`src/rtl/tm1638_serial_xfer.sv`:
```
// tm1638_serial_xfer: bit-serial word transfer engine for the TM1638 CLK/DIO
// interface, clocked by the 500 kHz driver clock. One word per start, either
// written to the device or read back from it (key-scan bytes). STB is owned
// by the command sequencer above this block.
//
// Build option: define TM1638_SER_MSB_FIRST_EN to shift MSB first. Default
// (undefined) is LSB first, the TM1638 native order. Timing is identical.
module tm1638_serial_xfer #(
  parameter int DATA_W      = 8,
  parameter int TURN_CYCLES = 1
) (
  input  logic              drvclk,
  input  logic              reset,
  input  logic              start,
  input  logic              rw,
  input  logic [DATA_W-1:0] wdata,
  output logic [DATA_W-1:0] rdata,
  output logic              busy,
  output logic              done,
  output logic              dev_clk,
  output logic              dev_dout,
  output logic              dev_oe,
  input  logic              dev_din
);

  localparam int CNT_W = 5;
  localparam int IDX_W = (DATA_W > 1) ? $clog2(DATA_W) : 1;
  localparam logic [CNT_W-1:0] LAST_CNT  = CNT_W'(DATA_W);
  localparam logic [3:0]       TURN_LOAD = 4'(TURN_CYCLES);

  typedef enum logic [1:0] {
    IDLE  = 2'd0,
    TURN  = 2'd1,
    SHIFT = 2'd2
  } state_t;

  state_t            state_r, state_s;
  logic [CNT_W-1:0]  cnt_r, cnt_s;
  logic [3:0]        turn_r, turn_s;
  logic [DATA_W-1:0] tx_r, tx_s;
  logic [DATA_W-1:0] rx_r, rx_s;
  logic [DATA_W-1:0] rdata_s;
  logic              rw_r, rw_s;
  logic              clk_s, dout_s, oe_s, done_s;

  // Map the running bit number onto the word index for the chosen bit order.
  function automatic logic [IDX_W-1:0] bit_idx(input logic [CNT_W-1:0] n);
`ifdef TM1638_SER_MSB_FIRST_EN
    bit_idx = IDX_W'(LAST_CNT - CNT_W'(1) - n);
`else
    bit_idx = IDX_W'(n);
`endif
  endfunction

  // State register.
  always_ff @(posedge drvclk or posedge reset) begin
    if (reset) begin
      state_r <= IDLE;
    end else begin
      state_r <= state_s;
    end
  end

  // Next-state decode: IDLE -> (TURN) -> SHIFT -> IDLE.
  always_comb begin
    state_s = state_r;
    case (state_r)
      IDLE: begin
        if (start) begin
          if (rw && (TURN_CYCLES > 0)) begin
            state_s = TURN;
          end else begin
            state_s = SHIFT;
          end
        end else begin
          state_s = IDLE;
        end
      end
      TURN: begin
        if (turn_r <= 4'd1) begin
          state_s = SHIFT;
        end else begin
          state_s = TURN;
        end
      end
      SHIFT: begin
        if (dev_clk && (cnt_r == LAST_CNT)) begin
          state_s = IDLE;
        end else begin
          state_s = SHIFT;
        end
      end
      default: state_s = IDLE;
    endcase
  end

  // Next values of the datapath and of the registered pin outputs.
  always_comb begin
    cnt_s   = cnt_r;
    turn_s  = turn_r;
    tx_s    = tx_r;
    rx_s    = rx_r;
    rw_s    = rw_r;
    rdata_s = rdata;
    clk_s   = dev_clk;
    dout_s  = dev_dout;
    oe_s    = dev_oe;
    done_s  = 1'b0;
    case (state_r)
      IDLE: begin
        if (start) begin
          tx_s  = wdata;
          rw_s  = rw;
          cnt_s = '0;
          if (!rw) begin
            clk_s  = 1'b0;
            dout_s = wdata[bit_idx(CNT_W'(0))];
          end else if (TURN_CYCLES > 0) begin
            // Release DIO and hold CLK high so the device can take over.
            oe_s   = 1'b0;
            dout_s = 1'b1;
            turn_s = TURN_LOAD;
          end else begin
            oe_s   = 1'b0;
            dout_s = 1'b1;
            clk_s  = 1'b0;
          end
        end else begin
          cnt_s = cnt_r;
        end
      end
      TURN: begin
        if (turn_r <= 4'd1) begin
          clk_s  = 1'b0;
          turn_s = 4'd0;
        end else begin
          turn_s = turn_r - 4'd1;
        end
      end
      SHIFT: begin
        if (!dev_clk) begin
          // Rising CLK: the device samples DIO here, and so do we on a read.
          clk_s = 1'b1;
          cnt_s = cnt_r + CNT_W'(1);
          if (rw_r) begin
            rx_s[bit_idx(cnt_r)] = dev_din;
          end else begin
            rx_s = rx_r;
          end
        end else if (cnt_r == LAST_CNT) begin
          dout_s = 1'b1;
          oe_s   = 1'b1;
          done_s = 1'b1;
          if (rw_r) begin
            rdata_s = rx_r;
          end else begin
            rdata_s = rdata;
          end
        end else begin
          clk_s = 1'b0;
          if (!rw_r) begin
            dout_s = tx_r[bit_idx(cnt_r)];
          end else begin
            dout_s = 1'b1;
          end
        end
      end
      default: begin
        clk_s  = 1'b1;
        dout_s = 1'b1;
        oe_s   = 1'b1;
      end
    endcase
  end

  // Datapath and output registers; busy tracks the state being entered.
  always_ff @(posedge drvclk or posedge reset) begin
    if (reset) begin
      cnt_r    <= '0;
      turn_r   <= 4'd0;
      tx_r     <= '0;
      rx_r     <= '0;
      rw_r     <= 1'b0;
      rdata    <= '0;
      dev_clk  <= 1'b1;
      dev_dout <= 1'b1;
      dev_oe   <= 1'b1;
      done     <= 1'b0;
      busy     <= 1'b0;
    end else begin
      cnt_r    <= cnt_s;
      turn_r   <= turn_s;
      tx_r     <= tx_s;
      rx_r     <= rx_s;
      rw_r     <= rw_s;
      rdata    <= rdata_s;
      dev_clk  <= clk_s;
      dev_dout <= dout_s;
      dev_oe   <= oe_s;
      done     <= done_s;
      busy     <= (state_s != IDLE);
    end
  end

endmodule

```
`config.mk`:
```
export PLATFORM = sky130hd
export DESIGN_NAME = tm1638_serial_xfer
export DESIGN_NICKNAME = d
export VERILOG_FILES = /design/src/rtl/tm1638_serial_xfer.sv
export SDC_FILE = /design/constraint.sdc
export NUM_CORES = 1
export LEC_CHECK = 0
export CORE_UTILIZATION = 54
export DETAILED_ROUTE_END_ITERATION = 8
export PLACE_DENSITY = 0.87
export SETUP_SLACK_MARGIN = 0.05
export SLEW_MARGIN = 10
export SYNTH_ARGS = -nofsm -noshare
export SYNTH_HDL_FRONTEND = slang
export SYNTH_SLANG_ARGS = --single-unit
```
`constraint.sdc`:
```
create_clock -name drvclk -period 2.54 [get_ports drvclk]
set_clock_uncertainty 0.05 [all_clocks]
set_input_delay 0.762 -clock drvclk [delete_from_list [all_inputs] [get_ports drvclk]]
set_output_delay 0.762 -clock drvclk [all_outputs]
set_load 0.005 [all_outputs]
```
== Word level (Yosys, flattened, before mapping) ==
Index checks and enable logic that the tools add are counted.
W data, S select, Z words.
Storage, ports and cells
  flip-flop bits (word level): 41
  input bits: 13
  output and inout port bits: 13
  logic and storage cells: 79
Operators by class
  add/subtract/negate cells: 2
  $lt $le $gt $ge: 3
  equal/unequal tests: 10
  multiplexer cells: 36
  bitwise gates (word level): 2
  reductions and logical operators: 14
Operators by type and width (number)
  $mux W1: 18
  $reduce_and A3 Y1: 5
  $ne A2 B2 Y1 const B: 7
  $mux W4: 3
  $mux W5: 2
  $pmux W5 S2: 1
  $pmux W1 S3: 3
  $bwmux W8: 1
  $mux W2: 4
  $pmux W4 S2: 1
  $pmux W2 S3: 1
  $reduce_bool A2 Y1: 3
  $add A5 B1 Y5 const B: 1
  $eq A5 B4 Y1 const B: 1
  $reduce_and A5 Y1: 1
  $le A4 B1 Y1 const B: 1
  $lt A3 B4 Y1 const B: 1
  $reduce_and A4 Y1: 1
  $sub A4 B1 Y4 const B: 1
  $bmux W1 S3: 1
  $demux W1 S3: 1
  $ge A3 B1 Y1 const B: 1
  $eq A2 B1 Y1 const B: 1
  $eq A2 B2 Y1 const B: 1
  4 further kinds: 6

== Depth between registers and ports, before layout ==
Gate-level depths: netlist (run 1).
  word-level depth: 6
  gate-level depth with buffers: 7
  gate-level depth less buffers: 6

== Worst setup path after synthesis (run 1) ==
No wires, ideal clock.
  path type: reg-to-reg
  start point: reg cnt_r[1]
  end point: reg rdata[0]
  library setup time: 0.125 ns
  arrival time: 1.750 ns
  required time: 2.365 ns
  setup slack: 0.616 ns
  cell stages (with the launch flop): 8
  buffers on the path: 1
  period minus slack after synthesis: 1.924 ns
  path through: dfrtp_1 -> clkbuf_1 -> inv_1 -> ha_1 -> and4bb_2 -> and2_1 -> nand4b_2 -> mux2_2
On the way
  word-level cells in the longest chain between the ends: 2
RTL lines
  from (decl): RTL line 38  | logic [CNT_W-1:0] cnt_r, cnt_s;
  from (signal assigned): RTL line 191  | cnt_r <= cnt_s;
  $eq A5 B4 Y1: RTL line 150  | end else if (cnt_r == LAST_CNT) begin
  $reduce_and A4 Y1 (no source line)
  to (signal assigned): RTL line 196  | rdata <= rdata_s;
  to (decl): RTL line 17  | output logic [DATA_W-1:0] rdata,
No other way between the ends.
A chain may end at the register's enable or synchronous reset.

== Worst setup path after layout (run 1) ==
  start point: reg dev_clk
  end point: out dev_clk
RTL lines
  from (decl): RTL line 20  | output logic dev_clk,
  from (signal assigned): RTL line 197  | dev_clk <= clk_s;
No word-level cell between the ends.

==> metrics.md, run 1 <==
| Metric | Value |
|---|---|
| Status | complete, no violations |
| Routed len/inst | 14.3 um |
| Area grow syn2layout | 20.5% |
| Crit path max fanout | 7 |
| Most common cell after layout, fill and taps aside | dfrtp_1 |
| Remaining antenna violation count after routing | 0 |
| Number of port buffers | 25 |
| Vias per inst | 5.61 |
| Drt pass-1 iters | 4 |
| Hold crit path type | flip-flop to flip-flop |
| Num CTS Buffers | 5 |
| R2R Path Start | cnt_r[1] |
| Reg2reg end | rdata[6] |
| Yosys top cell by area | dfrtp_1 |
| Flop-to-flop setup slack | 0.45 ns |
| Crit path DAT | 1.50 ns |
| Synthesized instance count | 160 |
| Fmax | 432 MHz |
| Number of diodes | 0 |
| Max-slew violations | 0 |
| Internal | 0.00166 W |
| Grt total ovfl | 0 |
| Crit-path max cell delay | 0.63 ns |
| DRC Markers | 0 |
| Die X | 61.3 um |
| Max IR drop VDD | 0.000572 V |
| GP Congestion | 0.884 |
| LEAKAGE | 1.01 nW |
| Filler cells | 291 |
| CP Depth | 1 |
| Share of cells above drive strength 1 | 21.1% |
| CP Launch Type | flip-flop |
| Antenna violations before repair | 0 |
| TritonCTS clock tree | built |
| Synth top area share | 50.0% |
| Crit-path cells | clkdlybuf4s50_1 |
| Sink Count | 41 |
| CTS max path bufs | 2 |
| Comb pwr share | 34.5% |
| Largest net degree at the start of global routing | 42 |
| Core ar. | 0.00336 sq mm |
| First-pass GRT wire length | 5.75 mm |
| Net count after synthesis | 177 |
| Path depth of the worst reg2reg path | 6 |
| Final Power | 0.00246 W |
| Fin. Hold Viols | 0 |
| Worst-Margin Slew | 0.655 ns |
| Pwr Density | 1080 mW/mm^2 |
| Clk_lat worst skew | 0.35 ns |
| Largest delay share family, worst path | flip-flops |
| Io pins | 26 |
| Mapped cell area | 0.00190 sq mm |
| Clk root buf | clkbuf_4 |
| Synth top area cells | dfrtp_1 (50%), mux2_2 (13%), dfstp_2 (4.1%) |
| Post-DP HPWL | 2.44 mm |
| Max_cap viols | 0 |
| Starting density of the core | 56.5% |
| H-tree levels | 2 |
| 1st-iter DRT viols | 59 |
| Final min period | 2.32 ns |
| Req. time, crit path | 1.73 ns |
| Total negative slack | 0 ns |
| Clock-pin slew on the worst setup and hold paths | 0.12 ns |
| Post-synthesis register bit count | 41 |
| Period utilization | 91.2% |
| Vias | 1324 |
| Hold-fix buffers at CTS | 0 |
| Setup crit end | dev_clk |
| Reg power frac | 47.5% |
| Die height | 61.3 um |
| Synth cell types | 40 |
| CP Class | flip-flop to output pin |
| PostCTS Resize Cnt | 0 |
| CP bufs+invs | 1 |
| Total Wirelength | 3.38 mm |
| Sw Pwr | 0.000805 W |
| Yosys Warn Count | 0 |
| Slowest-stage cell, CP | dfstp_2 |
| Slew Limit Headroom | 55.8% |
| Overall routing resource usage | 21.4% |
| # setup viols final | 0 |
| Setup Fix Bufs, Post-CTS | 0 |
| Clock power share | 18.1% |
| Vias in the first global route | 1297 |
| Mean post-synth cell area | 11.9 sq um |
| Die ar. | 0.00376 sq mm |
| Final Net Count | 206 |
| Sequential fraction of the synthesis area | 54.1% |
| RSZ-0062 raised after global routing | false |
| Switching share of total power | 32.7% |
| Cell row count | 21 |
| Crit. End Element | output pin |
| Worst Hold Launch | rx_r[3] |
| Crit path from | dev_clk |
| Most frequent cells in the layout | dfrtp_1 (38), clkdlybuf4s50_1 (25), mux2_2 (22) |
## Yosys cell counts, drive strengths merged
master	count
or3	1
nand4b	1
o311ai	1
mux4	1
o21ai	4
nand3	2
clkbuf	2
nor2b	2
buf	3
a2111oi	1
and3	2
nand4	2
nor3b	2
a2bb2oi	2
mux2i	1
and2	1
inv	6
a21o	2
xnor2	1
mux2	27
dfrtp	38
nand2b	3
nand2	13
or2	1
dfstp	3
o31ai	1
a31oi	2
xor2	3
ha	4
nor2	17
and4bb	1
a32oi	1
a21oi	2
a22oi	1
nor4b	1
o22ai	1
nor3	3
o21a	1
## cell families after synthesis
family | synth area share [%]
muxes | 17.7
xor gates and xnor gates | 1.84
adders and majority gates | 2.63
DFF | 54.1
AOI/OAI and AO/OA | 6.84
buffers and inverters | 2.37
and+or+nand+nor | 14.5
## how the worst min path moves through the flow
stage | cells past startpoint | end
finish | 1 | rx_r[3]
global route | 1 | rdata[7]
CTS | 1 | rx_r[3]
detailed placement | 1 | rx_r[3]
global placement | 1 | rx_r[3]
floorplan | 1 | rx_r[1]
## area by class of cell
| type | count | area [sq um] | share of cell area [%] |
|---|---|---|---|
| Clock buffer | 6 | 51.3 | 2.24 |
| Clock inverter | 2 | 37.5 | 1.64 |
| Inverter | 6 | 22.5 | 0.983 |
| Multi-Input combinational cell | 108 | 827 | 36.1 |
| Sequential cell | 41 | 1030 | 44.9 |
| Tap cell | 46 | 57.6 | 2.51 |
| Timing Repair Buffer | 27 | 265 | 11.6 |
## power groups by stage
stage | Sequential, W | Combinational, W | Clock [W]
4_1_cts | 0.00117 | 0.000857 | 0.000462
2_1_floorplan | 0.00108 | 0.000649 | 0
3_3_place_gp | 0.00116 | 0.000808 | 0
6_report | 0.00117 | 0.000849 | 0.000445
5_1_grt | 0.00122 | 0.000945 | 0.000481
3_5_place_dp | 0.00118 | 0.000850 | 0
## sequential cells by signal, indices dropped and copies added, names as in the netlist
| signal | count |
|---|---|
| busy | 1 |
| cnt_r | 5 |
| dev_clk | 1 |
| dev_dout | 1 |
| dev_oe | 1 |
| done | 1 |
| rdata | 8 |
| rw_r | 1 |
| rx_r | 8 |
| state_r | 2 |
| turn_r | 4 |
| tx_r | 8 |
## per-stage QoR
stage	area, sq um	instances	hold WS (ns)	setup WS [ns]	utilization, %
after CTS	2290	236	0.459	0.199	68.1
after global placement	2200	228	0.421	0.323	65.5
after floorplan	1900	160	0.410	0.616	-
after detailed placement	2200	228	0.431	0.276	65.5
final	2290	236	0.454	0.224	68.1
after global routing	2290	236	0.481	0.160	68.1
## layer usage
layer  up-vias  share of wire [%]  routed length [um]  GRT usage (%)
li1        625                  -                   -              -
met3         5                5.3                 179           6.51
met1       658                 44                1480           26.4
met5         -                  0                   0              0
met2        36                 50                1690           36.0
met4         0               0.95                  32           7.30
Power figures use the tool's default switching activity.
==> run 2: changes to the inputs <==
--- a/config.mk
+++ b/config.mk
@@ -5,6 +5,7 @@
 export SDC_FILE = /design/constraint.sdc
 export NUM_CORES = 1
 export LEC_CHECK = 0
+export ABC_CLOCK_PERIOD_IN_PS = 2540
 export CORE_UTILIZATION = 54
 export DETAILED_ROUTE_END_ITERATION = 8
 export PLACE_DENSITY = 0.87
@@ -13,3 +14,4 @@
 export SYNTH_ARGS = -nofsm -noshare
 export SYNTH_HDL_FRONTEND = slang
 export SYNTH_SLANG_ARGS = --single-unit
+export TNS_END_PERCENT = 20
==> results of run 2 <==
Final layout, timing and power as in run 1 (identical DEF).
